[src/rtl/uart_tx.sv]
// Frame-format types shared by the UART transmitter and its producers.
package uart_common;
    localparam logic       DATA_SEVEN    = 1'b0;
    localparam logic       DATA_EIGHT    = 1'b1;
    localparam logic [2:0] PAR_NONE      = 3'b000;
    localparam logic [2:0] PAR_EVEN      = 3'b100;
    localparam logic [2:0] PAR_ODD       = 3'b101;
    localparam logic [2:0] PAR_MARK      = 3'b110;
    localparam logic [2:0] PAR_SPACE     = 3'b111;
    localparam logic       STOP_ONE      = 1'b0;
    localparam logic       STOP_TWO      = 1'b1;
    localparam logic [1:0] FLOW_NONE     = 2'd0;
    localparam logic [1:0] FLOW_RTS_CTS  = 2'd1;
    localparam logic [1:0] FLOW_DSR_DTR  = 2'd2;
    localparam logic [1:0] FLOW_XON_XOFF = 2'd3;

    typedef struct packed {
        logic [2:0]  reserved;
        logic [1:0]  flow_control;
        logic        stop_bits;
        logic [2:0]  parity;
        logic        data_bits;
        logic [23:0] samples_per_bit;
    } uart_config_t;
endpackage

// Serial UART transmitter: start, 7/8 data bits LSB first, optional parity, 1/2 stop bits.
// Flow control gates only the start of a frame; a frame in flight always completes.
module uart_tx
    import uart_common::*;
(
    input  logic         clk_i,
    input  logic         reset_ni,
    input  uart_config_t cfg_i,
    input  logic [7:0]   data_i,
    input  logic         valid_i,
    output logic         ready_o,
    input  logic         cts_i,
    input  logic         dsr_i,
    input  logic         xoff_i,
    output logic         tx_o,
    output logic         busy_o
);
    typedef enum logic [2:0] {
        S_IDLE, S_START, S_DATA, S_PARITY, S_STOP1, S_STOP2
    } state_e;

    state_e      r_state, w_state_nxt;
    logic [23:0] r_cnt, w_cnt_nxt;
    logic [2:0]  r_idx, w_idx_nxt;
    logic        r_tx, w_tx_nxt;
    logic        r_run;
    logic [7:0]  r_data;
    logic [23:0] r_per_m1;
    logic        r_eight;
    logic [2:0]  r_parity;
    logic        r_two;

    logic        w_go;
    logic        w_xfer;
    logic        w_par_bit;
    logic [2:0]  w_last_idx;
    logic [23:0] w_per_in_m1;
    logic        w_unused;

    assign w_unused = ^cfg_i.reserved;

    assign w_go = (cfg_i.flow_control == FLOW_NONE)
                | ((cfg_i.flow_control == FLOW_RTS_CTS)  & cts_i)
                | ((cfg_i.flow_control == FLOW_DSR_DTR)  & dsr_i)
                | ((cfg_i.flow_control == FLOW_XON_XOFF) & ~xoff_i);

    // r_run keeps ready_o low while reset is held and on the first cycle after.
    assign ready_o = r_run & (r_state == S_IDLE) & w_go;
    assign w_xfer  = valid_i & ready_o;
    assign busy_o  = (r_state != S_IDLE);
    assign tx_o    = r_tx;

    assign w_per_in_m1 = (cfg_i.samples_per_bit == 24'd0) ? 24'd0
                                                          : cfg_i.samples_per_bit - 24'd1;
    assign w_last_idx  = r_eight ? 3'd7 : 3'd6;

    // r_data has bit 7 cleared for 7-bit frames, so XOR over all 8 bits is correct.
    always_comb begin
        case (r_parity[1:0])
            2'b00:   w_par_bit = ^r_data;
            2'b01:   w_par_bit = ~^r_data;
            2'b10:   w_par_bit = 1'b1;
            default: w_par_bit = 1'b0;
        endcase
    end

    always_comb begin
        w_state_nxt = r_state;
        w_cnt_nxt   = r_cnt;
        w_idx_nxt   = r_idx;
        w_tx_nxt    = r_tx;
        if (r_state == S_IDLE) begin
            w_tx_nxt = 1'b1;
            if (w_xfer) begin
                w_state_nxt = S_START;
                w_cnt_nxt   = w_per_in_m1;
                w_tx_nxt    = 1'b0;
            end
        end else if (r_cnt != 24'd0) begin
            w_cnt_nxt = r_cnt - 24'd1;
        end else begin
            w_cnt_nxt = r_per_m1;
            case (r_state)
                S_START: begin
                    w_state_nxt = S_DATA;
                    w_idx_nxt   = 3'd0;
                    w_tx_nxt    = r_data[0];
                end
                S_DATA: begin
                    if (r_idx == w_last_idx) begin
                        if (r_parity[2]) begin
                            w_state_nxt = S_PARITY;
                            w_tx_nxt    = w_par_bit;
                        end else begin
                            w_state_nxt = S_STOP1;
                            w_tx_nxt    = 1'b1;
                        end
                    end else begin
                        w_idx_nxt = r_idx + 3'd1;
                        w_tx_nxt  = r_data[r_idx + 3'd1];
                    end
                end
                S_PARITY: begin
                    w_state_nxt = S_STOP1;
                    w_tx_nxt    = 1'b1;
                end
                S_STOP1: begin
                    w_tx_nxt = 1'b1;
                    if (r_two) begin
                        w_state_nxt = S_STOP2;
                    end else begin
                        w_state_nxt = S_IDLE;
                        w_cnt_nxt   = 24'd0;
                    end
                end
                default: begin
                    w_state_nxt = S_IDLE;
                    w_cnt_nxt   = 24'd0;
                    w_tx_nxt    = 1'b1;
                end
            endcase
        end
    end

    always_ff @(posedge clk_i or negedge reset_ni) begin
        if (!reset_ni) begin
            r_state <= S_IDLE;
            r_cnt   <= 24'd0;
            r_idx   <= 3'd0;
            r_tx    <= 1'b1;
            r_run   <= 1'b0;
        end else begin
            r_state <= w_state_nxt;
            r_cnt   <= w_cnt_nxt;
            r_idx   <= w_idx_nxt;
            r_tx    <= w_tx_nxt;
            r_run   <= 1'b1;
        end
    end

    // Shadow copy of byte and format, so cfg_i may change freely mid-frame.
    always_ff @(posedge clk_i or negedge reset_ni) begin
        if (!reset_ni) begin
            r_data   <= 8'd0;
            r_per_m1 <= 24'd0;
            r_eight  <= 1'b0;
            r_parity <= 3'd0;
            r_two    <= 1'b0;
        end else if (w_xfer) begin
            r_data   <= (cfg_i.data_bits == DATA_EIGHT) ? data_i : {1'b0, data_i[6:0]};
            r_per_m1 <= w_per_in_m1;
            r_eight  <= (cfg_i.data_bits == DATA_EIGHT);
            r_parity <= cfg_i.parity;
            r_two    <= (cfg_i.stop_bits == STOP_TWO);
        end
    end
endmodule

[config.mk]
export PLATFORM = sky130hd
export DESIGN_NAME = uart_tx
export DESIGN_NICKNAME = d
export VERILOG_FILES = /design/src/rtl/uart_tx.sv
export SDC_FILE = /design/constraint.sdc
export NUM_CORES = 1
export LEC_CHECK = 0
export CAP_MARGIN = 10
export CORE_ASPECT_RATIO = 0.8
export CORE_UTILIZATION = 50
export CTS_BUF_LIST = sky130_fd_sc_hd__clkbuf_4 sky130_fd_sc_hd__clkbuf_8
export DETAILED_ROUTE_END_ITERATION = 8
export GPL_TIMING_DRIVEN = 0
export PLACE_DENSITY = 0.73
export SKIP_LAST_GASP = 1
export SLEW_MARGIN = 10
export SYNTH_ARGS = -nofsm -noshare
export SYNTH_HDL_FRONTEND = slang
export SYNTH_SLANG_ARGS = --single-unit
[constraint.sdc]
create_clock -name clk_i -period 3.3 [get_ports clk_i]
set_input_delay 0.825 -clock clk_i [delete_from_list [all_inputs] [get_ports clk_i]]
set_output_delay 0.825 -clock clk_i [all_outputs]
set_load 0.02 [all_outputs]
* After elaboration in Yosys (flattened, before gate mapping)
Index checks and enable logic that the tools add are counted.
Storage, ports and cells: bits in registers 69, bits in latches 0, RAM bits 0, ROM bits 0, input port bits 48, output and inout port bits 3, logic and storage cells 78, memories 0
Operators by class: add/subtract/negate cells 3, $mul 0, divide/modulo/power cells 0, magnitude comparators 1, equality and inequality tests 14, shift operators 0, muxes and demuxes 26, bitwise operators 12, reduce and logical (&&, ||, !) cells 12
Operators with widths (count):
- 24-bit two-way mux | 5
- 24-bit one-hot mux with 2 select lines | 1
- 24-bit by 1-bit subtractor with 24-bit output, second input constant | 2
- 24-bit logical NOT | 1
- 24-bit nonzero test | 1
- 3-bit two-way mux | 7
- 3-bit one-hot mux with 4 select lines | 1
- 8-bit two-way mux | 1
- 8-bit XNOR reduction | 1
- 8-bit XOR reduction | 1
- 1-bit two-way mux | 7
- 1-bit AND | 6
- 2-bit == test, second input constant | 3
- 3-bit by 2-bit == test with 1-bit output, second input constant | 2
- 2-bit != test, second input constant | 3
- 3-bit one-hot mux with 2 select lines | 1
- 2-bit by 1-bit == test with 1-bit output, second input constant | 2
- 2-bit logical NOT | 2
- 3-bit by 4-bit < comparator with 1-bit output, second input constant | 1
- 4-bit AND reduction | 1
- 3-bit by 1-bit adder with 3-bit output, second input constant | 1
- 1-bit binary-select mux with 3-bit select | 1
- 3-bit by 1-bit == test with 1-bit output, second input constant | 1
- 3-bit == test | 1
- 11 further kinds | 15

* Depth between registers and ports, before layout
Gate-level depths: netlist of run 1.
depth in word-level cells 9, depth in mapped cells 10, mapped depth without buffers 8

* Least setup slack after synthesis of run 1
No wires, ideal clock.
path type input to register, start point in cfg_i[13] (netlist bit), end point reg r_cnt[2], library setup time 0.126 ns, data arrival time 2.797 ns, required time 3.174 ns, slack 0.377 ns, stages 9, path buffers 3, cell sequence or4_1 or3_1 buf_2 nor3_2 or2_1 buf_4 buf_4 nor2_1 a221o_1
On the way: cells in the longest elaborated chain, start to end 4
RTL lines:
- start, declared | line 34 | input uart_config_t cfg_i,
- 24-bit logical NOT | line 79 | assign w_per_in_m1 = (cfg_i.samples_per_bit == 24'd0) ? 24'd0
- 24-bit two-way mux | line 79
- 24-bit two-way mux | line 100 | if (w_xfer) begin
- 24-bit two-way mux | line 98 | if (r_state == S_IDLE) begin
- end signal, assigned | line 160 | r_cnt <= w_cnt_nxt;
- end, declared | line 49 | logic [23:0] r_cnt, w_cnt_nxt;
Every way passes these cells. The select of a mux whose other input is x is not followed. A chain may end at the register's enable or synchronous reset.

* Final worst setup path of run 1
start point in cfg_i[29] (netlist bit), end point out ready_o
On the way: cells in the longest elaborated chain, start to end 6, elaborated cells between the ends (all ways) 11, those cells by class eq/ne (3); bitwise (7); reduce/logical (1)
RTL lines:
- 2-bit by 1-bit == test with 1-bit output | line 69 | | ((cfg_i.flow_control == FLOW_RTS_CTS) & cts_i)
- 1-bit AND | line 69
- 1-bit OR | line 69
- 1-bit OR | line 70 | | ((cfg_i.flow_control == FLOW_DSR_DTR) & dsr_i)
- 1-bit OR (*) | line 71 | | ((cfg_i.flow_control == FLOW_XON_XOFF) & ~xoff_i);
- 1-bit AND (*) | line 74 | assign ready_o = r_run & (r_state == S_IDLE) & w_go;
- end, declared | line 37 | output logic ready_o,
Every way passes the cells marked *; elsewhere a longest branch is shown, timed or not.

==> impl_metrics.py, run 1 <==
metrics = {
    "timing": {
        "finalCritPeriodShare": 0.9636,
        "period_needed_ns": 3.180,
        "setup_viol": 0,
        "timing.fmax_ghz": 0.3145,
        "slew_violations": 0,
        "final.setup.tns_ns": 0,
        "rsz0062_at_grt": "false",
        "slew_headroom": 0.3219,
        "tightestPinTransition_ns": 1.009,
        "hold_viol": 0,
        "fin_worst_skew_ns": 0.007199,
    },
    "synthesis": {
        "ys.flop_type": "dfrtp_1",
        "synth_fa_ha_area_frac": 0.01468,
        "synth_warnings": 0,
        "ys_ff_latch": 69,
        "mappedNetlistNets": 516,
        "avgSynthCellArea_um2": 9.207,
        "async_flop_share": 1.000,
        "synth_xor_area_frac": 0.09040,
        "ys_seq_area_frac": 0.4053,
        "synth-simple-area-share": 0.2160,
        "synth_top_family_by_area": "simple AND/OR/NAND/NOR gates",
        "syn-instance-count": 463,
        "synthMuxAreaShare": 0.04931,
        "synthDistinctLibCells": 64,
        "mappedNetlistArea_um2": 4263,
        "synth_edf_count": 0,
        "synth_compound_area_frac": 0.1867,
    },
    "global_routing": {
        "grt_max_degree": 46,
        "grt_pass1_vias": 3501,
        "overflow": 0,
        "antenna_found_initial": 0,
        "grt_pass1_wl_um": 18540,
        "grt_usage": 0.2741,
    },
    "floorplanning": {
        "io-pin-count": 51,
        "die_w_um": 105.2,
        "num_rows": 29,
        "die_area_um2": 8901,
        "die_y_um": 84.59,
        "core_area_um2": 8092,
        "start_util": 0.5268,
    },
    "critical_path": {
        "worst_ep_required_time_ns": 2.47,
        "cp-end-kind": "primary output",
        "critPathArrivalTime_ns": 2.35,
        "cp-start-kind": "input pin",
        "worstSetupPathType": "input pin to primary output",
        "critPathMaxFanout": 4,
    },
    "finish": {
        "nets": 576,
        "drive_above_1_share": 0.1288,
        "final_cell_area_um2": 5110,
        "finish.utilization": 0.6315,
        "area_growth_pct": 19.87,
        "n_antenna_cell": 0,
        "layout.cells.non_filler": 636,
    },
    "run": {
        "maxCapViolations": 0,
    },
    "placement": {
        "place_inst": 618,
        "globalplace.congestion": 0.9413,
        "dpl_cell_area_um2": 4883,
        "hpwlAfterDp_um": 8365,
        "io_buffers": 46,
    },
    "pwr": {
        "p_leak_uw": 0.002100,
        "p_per_area_nw_per_um2": 773.0,
        "p_total_uw": 3950,
        "peakVddDrop_uv": 358.0,
    },
    "clocking": {
        "cts_buffer_depth": 2,
        "cts_made_buffers": 9,
        "htree_levels": 3,
        "clock_latency_ns": 0.36,
        "root_buffer": "clkbuf_8",
        "clkTransAtPathRegs_ns": 0.08,
        "cts_tree": "built",
        "clock-sinks": 69,
    },
    "drt": {
        "vias": 3934,
        "drt-total-wl_um": 11560,
        "wl_per_cell_um": 18.18,
        "antenna_left": 0,
        "dr.pass1.iters": 5,
        "first_iter_violations": 492,
        "via_per_inst": 6.186,
        "drc": 0,
    },
    "min_path": {
        "worstHoldPathType": "input pin to async pin",
    },
    "outcome": {
        "status": "finished, final reports clean",
    },
}
==> routing by layer <==
| layer | GRT usage | wire length (um) | vias up |
|---|---|---|---|
| li1 | - | - | 1822 |
| met1 | 0.4038 | 5430 | 1888 |
| met2 | 0.3953 | 4879 | 200 |
| met3 | 0.06832 | 1032 | 24 |
| met4 | 0.08451 | 219 | 0 |
| met5 | 0 | 0 | - |
==> Yosys cell counts (12+ instances only) <==
library cell | n | share of area
dfrtp_1 | 68 | 0.40
nor2_1 | 45 | 0.040
nand2_1 | 41 | 0.036
xnor2_1 | 30 | 0.062
a21oi_1 | 25 | 0.029
o21ai_0 | 23 | 0.027
nor3_1 | 17 | 0.020
a21o_1 | 15 | 0.026
nand3_1 | 15 | 0.018
xor2_1 | 14 | 0.029
clkbuf_1 | 13 | 0.011
nor4_1 | 13 | 0.019
mux2_2 | 12 | 0.032
==> power breakdown <==
part,internal (uW),leakage [uW],switching [uW],total [uW]
sequential,1220,0.000850,362,1580
clock,296,0.0000811,347,643
combinational,772,0.00117,953,1730
total,2290,0.00210,1660,3950
==> state kept, by name (all words and copies together) (netlist names) <==
name      flops
r_cnt        24
r_per_m1     24
r_data        8
r_idx         3
r_parity      3
r_state       3
r_eight       1
r_run         1
r_two         1
tx_o          1
==> worst paths after layout <==
| path | to | slack [ns] | start | cells after the start |
|---|---|---|---|---|
| min reg2reg | r_per_m1[9] | 0.48 | r_per_m1[9] | 1 |
| max | ready_o | 0.12 | cfg_i[29] | 5 |
| min in group clk_i | r_per_m1[9] | 0.48 | r_per_m1[9] | 1 |
| max reg2reg | r_idx[1] | 0.46 | r_cnt[10] | 8 |
| max in group asynchronous | tx_o | 2.35 | reset_ni | 2 |
| min | r_state[2] | 0.37 | reset_ni | 1 |
==> critical path, cell delays in order <==
cell	delay (ns)
clkdlybuf4s50_1	0.49
or3b_2	0.46
o311ai_2	0.16
nor2_1	0.09
dlygate4sd2_1	0.34
==> layout by cell type (no fill, tap or decap), types with 7 or more instances in the layout <==
cell type         n
a21o_1           15
a21oi_1          25
a221o_1           8
buf_2             9
buf_4             7
clkbuf_1         10
clkbuf_8         10
clkdlybuf4s50_1  44
dfrtp_1          68
inv_1             8
mux2_2           12
nand2_1          41
nand3_1          15
nor2_1           45
nor3_1           16
nor4_1           13
o21ai_0          23
or3_1             8
xnor2_1          30
xor2_1           14
==> final cells by class <==
class / count / area, um2
Buffer: 27 / 131.4
Clock buffer: 10 / 137.6
Clock inverter: 6 / 47.55
Fill cell: 689 / 2982
Inverter: 8 / 30.03
Multi-Input combinational cell: 359 / 2401
Sequential cell: 69 / 1728
Tap cell: 108 / 135.1
Timing Repair Buffer: 49 / 499.2
==> timing repair <==
action                                  in CTS  in global routing
pin swaps                                    0                  1
resized for setup                            7                  5
endpoints found under the hold margin        0                  0
setup buffers                                0                  2
hold buffers                                 0                  0
endpoints found under the setup margin      43                 27
==> through the flow <==
stage,hold WS [ns],setup WS [ns]
2_1_floorplan,0.4386,0.3772
3_3_place_gp,0.4525,-0.9686
3_5_place_dp,0.4620,-0.7385
4_1_cts,0.3709,0.02637
5_1_grt,0.3866,0.01573
6_report,0.3681,0.1201
==> cell families after synthesis <==
group	after synthesis
and+or+nand+nor	178
AOI/OAI and AO/OA	114
DFF	69
xor gates and xnor gates	44
buffers and inverters	35
muxes	17
adders and majority gates	5
other	1
No activity file was read; power rests on OpenSTA's default activity.
==> run 2, diff against run 1 <==
--- a/config.mk
+++ b/config.mk
@@ -7,13 +7,14 @@
 export LEC_CHECK = 0
 export CAP_MARGIN = 10
 export CORE_ASPECT_RATIO = 0.8
-export CORE_UTILIZATION = 50
+export CORE_UTILIZATION = 58
 export CTS_BUF_LIST = sky130_fd_sc_hd__clkbuf_4 sky130_fd_sc_hd__clkbuf_8
 export DETAILED_ROUTE_END_ITERATION = 8
 export GPL_TIMING_DRIVEN = 0
-export PLACE_DENSITY = 0.73
+export PLACE_DENSITY = 0.82
 export SKIP_LAST_GASP = 1
 export SLEW_MARGIN = 10
 export SYNTH_ARGS = -nofsm -noshare
 export SYNTH_HDL_FRONTEND = slang
 export SYNTH_SLANG_ARGS = --single-unit
+export TNS_END_PERCENT = 20
==> run 2 against run 1 <==
  * The run now ends with design-rule violations, negative setup slack left
  * Fmax shrank 3.9%
  * Die area is 14% lower
  * Design area shrank 0.71%
  * Combinational power barely moved
==> impl_metrics.py, run 2 (synthesis gave the netlist of run 1 again) <==
metrics = {
    "run": {
        "maxCapViolations": 0,
    },
    "floorplanning": {
        "num_rows": 27,
        "io-pin-count": 51,
        "start_util": 0.6096,
        "die_area_um2": 7699,
        "die_y_um": 78.68,
        "core_area_um2": 6993,
        "die_w_um": 97.85,
    },
    "timing": {
        "fin_worst_skew_ns": 0.01154,
        "fin_ws_ns": -0.008590,
        "slew_violations": 0,
        "finalHoldWorstSlack_ns": 0.3150,
        "final.setup.tns_ns": -0.008590,
        "setup_viol": 1,
        "tightestPinTransition_ns": 0.9985,
        "slew_headroom": 0.3292,
        "timing.fmax_ghz": 0.3022,
        "finalCritPeriodShare": 1.003,
        "hold_viol": 0,
        "rsz0062_at_grt": "true",
        "period_needed_ns": 3.309,
    },
    "global_routing": {
        "overflow": 0,
        "grt_usage": 0.3233,
        "grt_pass1_vias": 3779,
        "antenna_found_initial": 0,
        "grt_pass1_wl_um": 18770,
        "grt_max_degree": 54,
    },
    "finish": {
        "layout.cells.non_filler": 613,
        "num-fill-cells": 539,
        "multi_input_comb_area_um2": 2404,
        "n_antenna_cell": 0,
        "nets": 574,
        "most-common-layout-cells": "68 x dfrtp_1, 45 x nor2_1, 44 x clkdlybuf4s50_1, 41 x nand2_1, 30 x xnor2_1",
        "reg_top3": "r_cnt: 24 flops, r_per_m1: 24 flops, r_data: 8 flops",
        "area_growth_pct": 19.02,
        "layout_commonest_cell": "dfrtp_1",
        "drive_above_1_share": 0.1217,
        "seq_area_um2": 1728,
    },
    "critical_path": {
        "crit_slowest_cell": "clkdlybuf4s50_1",
        "cp_top_family": "buffers and inverters",
        "cp-start-kind": "register",
        "cp_num_buf_inv": 4,
        "cp-end-kind": "primary output",
        "reg2regPathDepth": 8,
        "worst_ep_required_time_ns": 2.47,
        "critPathMaxFanout": 10,
        "critPathArrivalTime_ns": 2.48,
        "path_cells": "nor3_4 -> inv_1 -> clkbuf_1 -> buf_2 -> clkdlybuf4s50_1",
        "worstSetupPathType": "register to primary output",
        "cpPeakStageDelay_ns": 0.65,
        "cp_num_cells": 5,
    },
    "clocking": {
        "root_buffer": "clkbuf_8",
        "post-cts-setup-buffers": 0,
        "htree_levels": 3,
        "cts_tree": "built",
        "clkTransAtPathRegs_ns": 0.08,
        "cts_hold_buf": 0,
        "cts_made_buffers": 9,
        "clock-sinks": 69,
        "clock_latency_ns": 0.37,
        "cts_buffer_depth": 2,
    },
    "drt": {
        "first_iter_violations": 429,
        "dr.pass1.iters": 7,
        "wl_per_cell_um": 19.18,
        "drc": 2,
        "vias": 3985,
        "via_per_inst": 6.501,
        "drt-total-wl_um": 11760,
        "antenna_left": 0,
    },
    "min_path": {
        "worstHoldPathType": "input pin to async pin",
    },
    "placement": {
        "globalplace.congestion": 0.9685,
        "io_buffers": 46,
        "hpwlAfterDp_um": 8627,
        "place_inst": 597,
        "place_ws_ns": -0.6698,
    },
    "pwr": {
        "p_per_area_nw_per_um2": 787.4,
        "p_total_uw": 3995,
        "p_leak_uw": 0.002102,
        "peakVddDrop_uv": 494.9,
    },
    "outcome": {
        "violations": "design-rule violations, negative setup slack",
        "status": "finished, violations left",
    },
}
## run 2: where the power goes
group / switching (uW) / leakage (uW) / internal, uW
registers: 378 / 0.000850 / 1220
logic: 962 / 0.00116 / 776
clock network: 346 / 0.0000953 / 313
## run 2: final cells by class
| cell class | instances | area share |
|---|---|---|
| inverters | 8 | 0.005919 |
| multi-input cells | 359 | 0.4737 |
| clock buffers | 11 | 0.02984 |
| repair buffers | 47 | 0.09544 |
| flip-flops and latches | 69 | 0.3406 |
| plain buffers | 27 | 0.02614 |
| well taps | 87 | 0.02145 |
| clock inverters | 5 | 0.006905 |
## run 2: final timing paths
check	from	endpoint	slack, ns
max reg2reg	r_cnt[0]	r_cnt[22]	0.41
min reg2reg	r_per_m1[9]	r_per_m1[9]	0.48
max	r_state[0]	busy_o	-0.009
min in group clk_i	r_per_m1[9]	r_per_m1[9]	0.48
max in group asynchronous	reset_ni	tx_o	2.41
min	reset_ni	r_parity[2]	0.31
## run 2: metrics by stage
step / utilization / cell area [um2]
5_1_grt: 0.7255 / 5074
2_1_floorplan: - / 4263
3_3_place_gp: 0.6910 / 4832
6_report: 0.7255 / 5074
4_1_cts: 0.7241 / 5064
3_5_place_dp: 0.6946 / 4857
## run 2: worst reg2reg max path, cell delays in order, from the launching register on
cell and delay [ns]:
dfrtp_1 0.44, inv_1 0.11, ha_1 0.20, or4b_2 0.59, clkbuf_1 0.26, or2_2 0.40
a2111oi_0 0.47, o21ai_0 0.15, o221ai_1 0.19
## run 2: metal layers
| metal | vias to the layer above | track usage | routed length [um] |
|---|---|---|---|
| met1 | 1920 | 0.4341 | 5175 |
| met2 | 219 | 0.4739 | 5030 |
| met4 | 0 | 0.1030 | 228 |
| met3 | 26 | 0.1327 | 1327 |
| met5 | - | 0 | 0 |
| li1 | 1820 | - | - |
## run 2: timing repair
item | CTS | global route
endpoints found under the setup margin | 33 | 16
pin swaps | 0 | 1
resized for setup | 7 | 4
